## src/rtl/inst_prefetch_cache_pkg.sv

```systemverilog
// -----------------------------------------------------------------------------
// inst_prefetch_cache_pkg
// Shared encodings for the instruction prefetch cache and its users:
//   - memory request codes driven on mem_vis_signal (MEM_NOP / MEM_READ / ...)
//   - memory status codes returned on mem_status (MEM_INST_FINISHED marks data)
//   - fetch status codes driven on inst_fetch_status (IF_FINISHED / I_CACHE_*)
//   - FSM state type of the cache controller
// Build option: define I_CACHE_PREFETCH_EN to include the next-line prefetch
// state (ST_PREFETCH_WAIT); without it the FSM has only IDLE and MISS_WAIT.
// -----------------------------------------------------------------------------
package inst_prefetch_cache_pkg;

  // mem_vis_signal: request issued to memory
  localparam logic [1:0] MEM_NOP   = 2'd0;
  localparam logic [1:0] MEM_READ  = 2'd1;
  localparam logic [1:0] MEM_WRITE = 2'd2;

  // mem_status: memory response
  localparam logic [1:0] MEM_RESTING       = 2'd0;
  localparam logic [1:0] MEM_INST_FINISHED = 2'd1;
  localparam logic [1:0] MEM_DATA_FINISHED = 2'd2;
  localparam logic [1:0] MEM_WORKING       = 2'd3;

  // inst_fetch_status: cache response to the fetch stage
  localparam logic [1:0] I_CACHE_RESTING = 2'd0;
  localparam logic [1:0] I_CACHE_WORKING = 2'd1;
  localparam logic [1:0] I_CACHE_STALL   = 2'd2;
  localparam logic [1:0] IF_FINISHED     = 2'd3;

  typedef enum logic [1:0] {
    ST_IDLE          = 2'd0,
`ifdef I_CACHE_PREFETCH_EN
    ST_MISS_WAIT     = 2'd1,
    ST_PREFETCH_WAIT = 2'd2
`else
    ST_MISS_WAIT     = 2'd1
`endif
  } fsm_state_e;

endpackage

```

## src/rtl/inst_prefetch_cache_array.sv

```systemverilog
// -----------------------------------------------------------------------------
// i_cache_array
// Tag/data/valid storage for the direct-mapped instruction cache.
// Ports:
//   clk      - clock, all state on rising edge
//   clr      - synchronous clear of every valid bit (wins over a write)
//   rd_index - combinational read index
//   rd_valid, rd_tag, rd_data - contents of entry rd_index
//   wr_en, wr_index, wr_tag, wr_data - single write port; sets valid
// -----------------------------------------------------------------------------
module i_cache_array #(
  parameter int TAG_W   = 11,
  parameter int DATA_W  = 32,
  parameter int INDEX_W = 4,
  parameter int ENTRIES = 16
) (
  input  logic               clk,
  input  logic               clr,
  input  logic [INDEX_W-1:0] rd_index,
  output logic               rd_valid,
  output logic [TAG_W-1:0]   rd_tag,
  output logic [DATA_W-1:0]  rd_data,
  input  logic               wr_en,
  input  logic [INDEX_W-1:0] wr_index,
  input  logic [TAG_W-1:0]   wr_tag,
  input  logic [DATA_W-1:0]  wr_data
);

  logic [ENTRIES-1:0] valid_q, valid_d;
  logic [TAG_W-1:0]   tag_q  [ENTRIES];
  logic [DATA_W-1:0]  data_q [ENTRIES];

  always_comb begin
    valid_d = valid_q;
    if (clr) begin
      valid_d = '0;
    end else if (wr_en) begin
      valid_d[wr_index] = 1'b1;
    end
  end

  // Tag and data need no reset: an entry is only ever read through its valid bit.
  always_ff @(posedge clk) begin
    valid_q <= valid_d;
    if (wr_en && !clr) begin
      tag_q[wr_index]  <= wr_tag;
      data_q[wr_index] <= wr_data;
    end
  end

  assign rd_valid = valid_q[rd_index];
  assign rd_tag   = tag_q[rd_index];
  assign rd_data  = data_q[rd_index];

endmodule

```

## src/rtl/inst_prefetch_cache.sv

```systemverilog
// -----------------------------------------------------------------------------
// inst_prefetch_cache
// Direct-mapped instruction cache with optional next-line prefetch.
// Build option: define I_CACHE_PREFETCH_EN to build the next-line prefetch
// (PREFETCH_WAIT state); the default build services misses only.
// Ports:
//   clk, rst           - clock and synchronous active-high reset
//   inst_addr          - fetch byte address (bits [1:0] ignored)
//   inst_fetch_enabled - fetch request, sampled only while idle
//   flush_enabled      - invalidate every entry, abort any memory access
//   instruction        - fetched instruction (registered)
//   inst_fetch_status  - RESTING / WORKING / STALL / IF_FINISHED (registered)
//   mem_data, mem_status     - memory read data (memory byte order) + status
//   mem_vis_addr, mem_vis_signal - word-aligned memory address + request
// Request protocol: the requester holds inst_fetch_enabled and inst_addr
// until it sees IF_FINISHED for one cycle; a request still high in the cycle
// after IF_FINISHED is a new request. Requests are only accepted in IDLE, so
// a request raised during a miss or prefetch is served once IDLE is reached.
// -----------------------------------------------------------------------------
module inst_prefetch_cache
  import inst_prefetch_cache_pkg::*;
#(
  parameter int ADDR_WIDTH         = 17,
  parameter int LEN                = 32,
  parameter int BYTE_SIZE          = 8,
  parameter int I_CACHE_SIZE       = 16,
  parameter int I_CACHE_INDEX_SIZE = 4
) (
  input  logic                  clk,
  input  logic                  rst,
  input  logic [ADDR_WIDTH-1:0] inst_addr,
  input  logic                  inst_fetch_enabled,
  input  logic                  flush_enabled,
  output logic [LEN-1:0]        instruction,
  output logic [1:0]            inst_fetch_status,
  input  logic [LEN-1:0]        mem_data,
  input  logic [1:0]            mem_status,
  output logic [ADDR_WIDTH-1:0] mem_vis_addr,
  output logic [1:0]            mem_vis_signal
);

  localparam int IDX_W  = I_CACHE_INDEX_SIZE;
  localparam int WORD_W = ADDR_WIDTH - 2;
  localparam int TAG_W  = ADDR_WIDTH - IDX_W - 2;
  localparam int NBYTES = LEN / BYTE_SIZE;

  fsm_state_e            state_q, state_d;
  logic [LEN-1:0]        instruction_q, instruction_d;
  logic [1:0]            status_q, status_d;
  logic [1:0]            mem_sig_q, mem_sig_d;
  logic [ADDR_WIDTH-1:0] mem_addr_q, mem_addr_d;

  logic [WORD_W-1:0] fetch_word;
  logic [WORD_W-1:0] lookup_word;
  logic [WORD_W-1:0] mem_word;
  logic              unused_inst_addr_lsbs;
  logic [LEN-1:0]    fill_data;
  logic              mem_done;
  logic              lookup_hit;

  logic [IDX_W-1:0]  rd_index;
  logic              rd_valid;
  logic [TAG_W-1:0]  rd_tag;
  logic [LEN-1:0]    rd_data;
  logic              wr_en;

  assign fetch_word            = inst_addr[ADDR_WIDTH-1:2];
  assign unused_inst_addr_lsbs = ^inst_addr[1:0];
  assign mem_word              = mem_addr_q[ADDR_WIDTH-1:2];
  assign mem_done              = (mem_status == MEM_INST_FINISHED);

`ifdef I_CACHE_PREFETCH_EN
  // Word increment: the next line wraps modulo 2^ADDR_WIDTH by construction.
  logic [WORD_W-1:0] next_word;
  assign next_word = mem_word + 1'b1;
  // The single read port looks up the fetch address while idle and the
  // next line while a miss is outstanding (to decide whether to prefetch).
  assign lookup_word = (state_q == ST_IDLE) ? fetch_word : next_word;
`else
  assign lookup_word = fetch_word;
`endif

  assign rd_index   = lookup_word[IDX_W-1:0];
  assign lookup_hit = rd_valid && (rd_tag == lookup_word[WORD_W-1:IDX_W]);

  // Memory delivers bytes in the opposite order: byte 0 of the stored word
  // is the most significant byte of mem_data.
  for (genvar b = 0; b < NBYTES; b++) begin : g_byte_rev
    assign fill_data[b*BYTE_SIZE +: BYTE_SIZE] =
      mem_data[(NBYTES-1-b)*BYTE_SIZE +: BYTE_SIZE];
  end

  i_cache_array #(
    .TAG_W   (TAG_W),
    .DATA_W  (LEN),
    .INDEX_W (IDX_W),
    .ENTRIES (I_CACHE_SIZE)
  ) u_array (
    .clk      (clk),
    .clr      (rst || flush_enabled),
    .rd_index (rd_index),
    .rd_valid (rd_valid),
    .rd_tag   (rd_tag),
    .rd_data  (rd_data),
    .wr_en    (wr_en),
    .wr_index (mem_word[IDX_W-1:0]),
    .wr_tag   (mem_word[WORD_W-1:IDX_W]),
    .wr_data  (fill_data)
  );

  always_comb begin
    state_d       = state_q;
    instruction_d = instruction_q;
    status_d      = I_CACHE_RESTING;
    mem_sig_d     = mem_sig_q;
    mem_addr_d    = mem_addr_q;
    wr_en         = 1'b0;

    if (flush_enabled) begin
      // Flush wins over everything, including a fetch in the same cycle.
      state_d   = ST_IDLE;
      mem_sig_d = MEM_NOP;
    end else begin
      case (state_q)
        ST_IDLE: begin
          mem_sig_d = MEM_NOP;
          if (inst_fetch_enabled) begin
            if (lookup_hit) begin
              instruction_d = rd_data;
              status_d      = IF_FINISHED;
            end else begin
              mem_sig_d  = MEM_READ;
              mem_addr_d = {fetch_word, 2'b00};
              status_d   = I_CACHE_WORKING;
              state_d    = ST_MISS_WAIT;
            end
          end
        end

        ST_MISS_WAIT: begin
          if (mem_done) begin
            wr_en         = 1'b1;
            instruction_d = fill_data;
            status_d      = IF_FINISHED;
            state_d       = ST_IDLE;
            mem_sig_d     = MEM_NOP;
`ifdef I_CACHE_PREFETCH_EN
            if (!lookup_hit) begin
              state_d    = ST_PREFETCH_WAIT;
              mem_sig_d  = MEM_READ;
              mem_addr_d = {next_word, 2'b00};
            end
`endif
          end else begin
            status_d = I_CACHE_STALL;
          end
        end

`ifdef I_CACHE_PREFETCH_EN
        ST_PREFETCH_WAIT: begin
          // A completing prefetch is written even if a request arrives in the
          // same cycle; the request is then served from IDLE next cycle.
          if (mem_done) begin
            wr_en     = 1'b1;
            state_d   = ST_IDLE;
            mem_sig_d = MEM_NOP;
          end else if (inst_fetch_enabled) begin
            state_d   = ST_IDLE;
            mem_sig_d = MEM_NOP;
          end
        end
`endif

        default: begin
          state_d   = ST_IDLE;
          mem_sig_d = MEM_NOP;
        end
      endcase
    end
  end

  always_ff @(posedge clk) begin
    if (rst) begin
      state_q       <= ST_IDLE;
      instruction_q <= '0;
      status_q      <= I_CACHE_RESTING;
      mem_sig_q     <= MEM_NOP;
      mem_addr_q    <= '0;
    end else begin
      state_q       <= state_d;
      instruction_q <= instruction_d;
      status_q      <= status_d;
      mem_sig_q     <= mem_sig_d;
      mem_addr_q    <= mem_addr_d;
    end
  end

  assign instruction       = instruction_q;
  assign inst_fetch_status = status_q;
  assign mem_vis_addr      = mem_addr_q;
  assign mem_vis_signal    = mem_sig_q;

endmodule

```

## config.mk

```make
export PLATFORM = sky130hd
export DESIGN_NAME = inst_prefetch_cache
export DESIGN_NICKNAME = d
export VERILOG_FILES = /design/src/rtl/inst_prefetch_cache_pkg.sv /design/src/rtl/inst_prefetch_cache_array.sv /design/src/rtl/inst_prefetch_cache.sv
export SDC_FILE = /design/constraint.sdc
export NUM_CORES = 1
export LEC_CHECK = 0
export CORE_MARGIN = 5
export CORE_UTILIZATION = 50
export DETAILED_ROUTE_END_ITERATION = 7
export PLACE_DENSITY = 0.8
export SETUP_SLACK_MARGIN = 0.02
export SLEW_MARGIN = 20
export SYNTH_ARGS = -nofsm -noshare
export SYNTH_HDL_FRONTEND = slang
export SYNTH_HIERARCHICAL = 1
export SYNTH_SLANG_ARGS = --single-unit
```

## constraint.sdc

```tcl
create_clock -name clk -period 5.6 [get_ports clk]
set_clock_uncertainty 0.1 [all_clocks]
set_input_delay 0.56 -clock clk [delete_from_list [all_inputs] [get_ports clk]]
set_output_delay 0.56 -clock clk [all_outputs]
set_load 0.02 [all_outputs]
```

# Word-level counts from Yosys, hierarchy flattened
# Memory sizes are Yosys's and may differ from the RTL's.
# Index checks and enable logic that the tools add are counted.
# totals
register_bits,69
ram_bits,688
in_bits,55
output_inout_bits,53
word_cells,56
n_memories,2
# op_classes
order_cmp,3
eq_ne,7
muxes,24
n_bitwise,3
reduce_logical,11
# memory_table
memory,depth,width,read_ports,rd_ports_with_merged_regs,write_ports,line_no,text
u_array.data_q,16,32,1,0,1,inst_prefetch_cache_array.sv:31,logic [DATA_W-1:0] data_q [ENTRIES];
u_array.tag_q,16,11,1,0,1,inst_prefetch_cache_array.sv:30,logic [TAG_W-1:0] tag_q [ENTRIES];
# op_table
operator,count
$mux W32,3
$pmux W32 S2,1
$or A16 B16 Y16,1
$pmux W2 S2,3
$eq A11 B11 Y1,1
$lt A4 B5 Y1 const B,2
$mux W1,10
$mux W2,5
$ne A2 B2 Y1 const B,4
$reduce_and A5 Y1,1
$bmux W1 S4,1
$demux W1 S4,1
$eq A2 B1 Y1 const B,2
$ge A4 B1 Y1 const B,1
$reduce_and A4 Y1,1
$logic_and A1 B1 Y1,3
$reduce_and A3 Y1,1
$logic_not A2 Y1,1
$not A1 Y1,2
$reduce_bool A2 Y1,1
$reduce_or A2 Y1,1
$logic_not A1 Y1,1
$logic_or A1 B1 Y1,1

# Logic depth before layout (Yosys ltp)
# logic_depth
ltp_word,7
ltp_mapped,13
depth_no_buf,8

# Cells and area by module
# Netlist, hierarchy kept.
# by_module_without_submodules
module,n_inst,cells_per_inst,area_per_inst_um2,seq_area_each_um2
i_cache_array,1,1118,26376.5,20980.1
inst_prefetch_cache,1,238,2357.3,1021.0

# Worst setup path before layout
# No wires, ideal clock.
# synth_timing
kind,input to register
from,input mem_status[1]
to,memory u_array.data_q[0][0] (enable)
setup_ns,0.499
arrival_ns,4.681
required_time_ns,5.001
path_slack_ns,0.320
path_stages,4
n_path_buf,0
cell_sequence,nand2b_1 -> nor3_1 -> or4b_2 -> nor3_1
# synth_via
elab_chain_len,7
# synth_lines
item,line_no,text
from (decl),inst_prefetch_cache.sv:37,"input logic [1:0] mem_status,"
$eq A2 B1 Y1,inst_prefetch_cache.sv:70,assign mem_done = (mem_status == MEM_INST_FINISHED);
$mux W1,inst_prefetch_cache.sv:141,if (mem_done) begin
$mux W1,inst_prefetch_cache.sv:124,case (state_q)
$mux W1,inst_prefetch_cache.sv:119,if (flush_enabled) begin
net wr_en,inst_prefetch_cache.sv:65,logic wr_en;
$logic_and A1 B1 Y1,inst_prefetch_cache_array.sv:45,if (wr_en && !clr) begin
$mux W1,inst_prefetch_cache_array.sv:45,
$mux W1 (implied by the code),inst_prefetch_cache_array.sv:47,data_q[wr_index] <= wr_data;
to (decl),inst_prefetch_cache_array.sv:31,
# The timed path passes the listed nets, and every way through them passes these cells.

# Worst setup path after layout
# layout_timing
from,input inst_addr[4]
to,register instruction_q[26] (netlist: instruction[26])
# layout_via
elab_chain_len,5
word_cells_on_any_way,11
classes_between,2 x eq/ne; 5 x mux; 2 x reduce/logical; 2 x memory
# layout_lines
item,line_no,text
from (decl),inst_prefetch_cache.sv:31,"input logic [ADDR_WIDTH-1:0] inst_addr,"
$mem_v2 Z16 W11,-,
net rd_tag[1],inst_prefetch_cache.sv:63,logic [TAG_W-1:0] rd_tag;
$eq A11 B11 Y1,inst_prefetch_cache.sv:84,assign lookup_hit = rd_valid && (rd_tag == lookup_word[WORD_W-1:IDX_W]);
$logic_and A1 B1 Y1,inst_prefetch_cache.sv:84,
$ne A2 B2 Y1 (no line),-,
$reduce_and A5 Y1 (no line),-,
to (signal assigned),inst_prefetch_cache.sv:191,instruction_q <= instruction_d;
to (decl),inst_prefetch_cache.sv:48,"logic [LEN-1:0] instruction_q, instruction_d;"
# The timed path passes the listed nets, and every way through them passes these cells. The select of a mux whose other input is x is not followed.
# A chain may end at the register's enable or synchronous reset.

==> run summary <==
outcome: finished, final reports clean
H-tree depth: 3
Num CTS Buffers: 75
nets: 1544
Remaining DRCs: 0
Yosys warnings: 6
Cell Area, Synth: 0.0287 mm2
DIE AREA: 0.0624 mm2
Max Clk Rate: 0.249 GHz
clock-pin slew on the worst setup and hold paths: 0.06 ns
peak supply drop: 0.000211 V
CP arrival: 4.40 ns
remaining antenna violation count: 0
vias in the first global route: 15200
vias per cell: 6.34
fin worst setup slack: 1.58 ns
router iterations before antenna repair: 6
syn avg cell area: 21.2 um2
IO Port Bufs: 102
Setup violations, final: 0
Fin Setup TNS: 0 ns
Gate Count Post-Synth: 1356
Worst EP required: 5.99 ns
sequential area share after synthesis: 0.766
final WL: 66.6 mm
CTS sink cnt: 755
core area: 0.0567 mm2
row cnt: 87
Synth top area share: 0.719
Starting DRT DRC Count: 1730
largest net degree at the start of global routing: 80
Die X: 250 um
top cells by area, synth: edfxtp_1 (72%), mux4_2 (14%), dfxtp_1 (4.7%), a22oi_1 (2.3%), mux2i_1 (1.6%)
Reg2Reg Setup Slack: 2.20 ns
FF+latch count, synth: 755
RSZ-0062 raised after global routing: no
critical path class: input pin to flop
number of post-CTS setup repair buffers: 0
CP Max Fanout: 33
Hold Path Class: input pin to flop
placer congestion estimate: 0.796
gr usage total: 0.212
count leader, synth: edfxtp_1
Power Dens Cells: 349 mW/mm2
Setup WS pre-CTS: 1.08 ns
P_leak: 10.7 nW
CP Capture Type: flop
Worst Setup Start Kind: input pin
Wirelength per Cell: 28.8 um
worst-margin pin slew: 1.09 ns
Final Cycle Share: 0.717
grt total ovfl: 0
Fill cells: 3853
Synth top cells by count: edfxtp_1 (688), mux4_2 (176), a22oi_1 (88), dfxtp_1 (67), nand2_1 (48)
final slew viol count: 0
IO Count: 108
commonest register cell after synthesis: edfxtp_1
DIE HEIGHT: 250 um
Area Growth Syn to Fin: 15.0%
Post-CTS Hold Buffers: 0
Post-synth EDFFs: 688
initial antenna violation count: 4
Resize count post-CTS: 0
Max Root-Sink Buffers: 3
clk_lat worst skew: 0.61 ns
synth unique cells: 36
first-pass GRT wire length: 99.2 mm
initial core utilization: 0.507
Rel. slew slack: 0.276
min Tclk post-route: 4.02 ns
post-synth top area cell: edfxtp_1
final hold violations: 0
hpwl dp: 34.3 mm
Max-Cap Viols: 0
TritonCTS clock tree: done
layout cell share with drive strength beyond 1: 0.223
ys async rst share: 0
clock root cell: clkbuf_16
Vias: 14600
metal layers:
| metal | routed length [um] | GRT usage | share of wire |
|---|---|---|---|
| met1 | 25300 | 0.293 | 0.38 |
| met2 | 33000 | 0.348 | 0.50 |
| met3 | 6770 | 0.0454 | 0.10 |
| met4 | 1450 | 0.0583 | 0.022 |
| met5 | 13 | 0 | 0.00020 |
worst paths after layout:
path,startpoint,to,cells after the start
setup / recovery,inst_addr[4],instruction[26],10
hold / removal,rst,state_q[0],3
setup reg to reg,u_array/tag_q[11][1],instruction[26],9
hold reg to reg,u_array/valid_q[15],u_array/valid_q[15],1
cells in the final DEF (no fill, tap or decap), drive strengths merged, types with 12 or more instances in the layout:
cell type	count
edfxtp	688
mux4	176
clkbuf	103
clkdlybuf4s50	99
a22oi	88
dfxtp	67
nand2	48
mux2i	47
buf	40
a21oi	35
a211oi	32
nor2	29
clkinv	28
a21o	12
critical path, stage by stage:
cell             delay, ns
clkdlybuf4s50_1       0.65
and2_2                0.94
a22oi_1               0.21
nand2_1               0.18
xnor2_1               0.17
nand4_1               0.21
o41ai_4               0.46
buf_4                 0.47
a21oi_1               0.16
a211oi_1              0.35
per-stage QoR:
stage / hold slack (ns) / power (mW) / instances / util / cell area (um2)
after floorplan: 0.321 / 6.61 / 1358 / - / 28700
after global placement: 0.327 / 6.81 / 2168 / 0.541 / 30700
after detailed placement: 0.338 / 6.83 / 2168 / 0.541 / 30700
after CTS: 0.175 / 11.6 / 2304 / 0.583 / 33000
after global routing: 0.220 / 11.9 / 2305 / 0.583 / 33000
final: 0.207 / 11.5 / 2307 / 0.583 / 33100
kinds of logic after synthesis:
logic type | Yosys count | share of synthesized area
other | 1 | 0.000131
AND/OR/NAND/NOR | 105 | 0.0165
multiplexers | 223 | 0.154
XOR/XNOR | 11 | 0.00335
buffers and inverters | 88 | 0.0168
flip-flops | 755 | 0.766
AO/OA/AOI/OAI | 173 | 0.0432
power breakdown:
group	internal [mW]	switching, mW
registers	6.15	0.0263
logic	0.222	0.313
clock network	2.77	2.05
flip-flops by register name (all words and copies together) (netlist names):
name,cells
u_array/data_q,512
u_array/tag_q,176
instruction,32
u_array/valid_q,16
mem_vis_addr,15
inst_fetch_status,2
mem_vis_signal,1
state_q,1
cell type report:
cell class / count / area, um2 / share of cell area
diodes: 3 / 7.51 / 0.000227
repair buffers: 139 / 1340 / 0.0405
inverters: 3 / 11.3 / 0.000341
flip-flops and latches: 755 / 22000 / 0.666
clock inverters: 33 / 206 / 0.00625
clock buffers: 103 / 2140 / 0.0647
well taps: 756 / 946 / 0.0286
multi-input cells: 515 / 6400 / 0.194
Note: power is estimated with default switching activity, not from simulation.
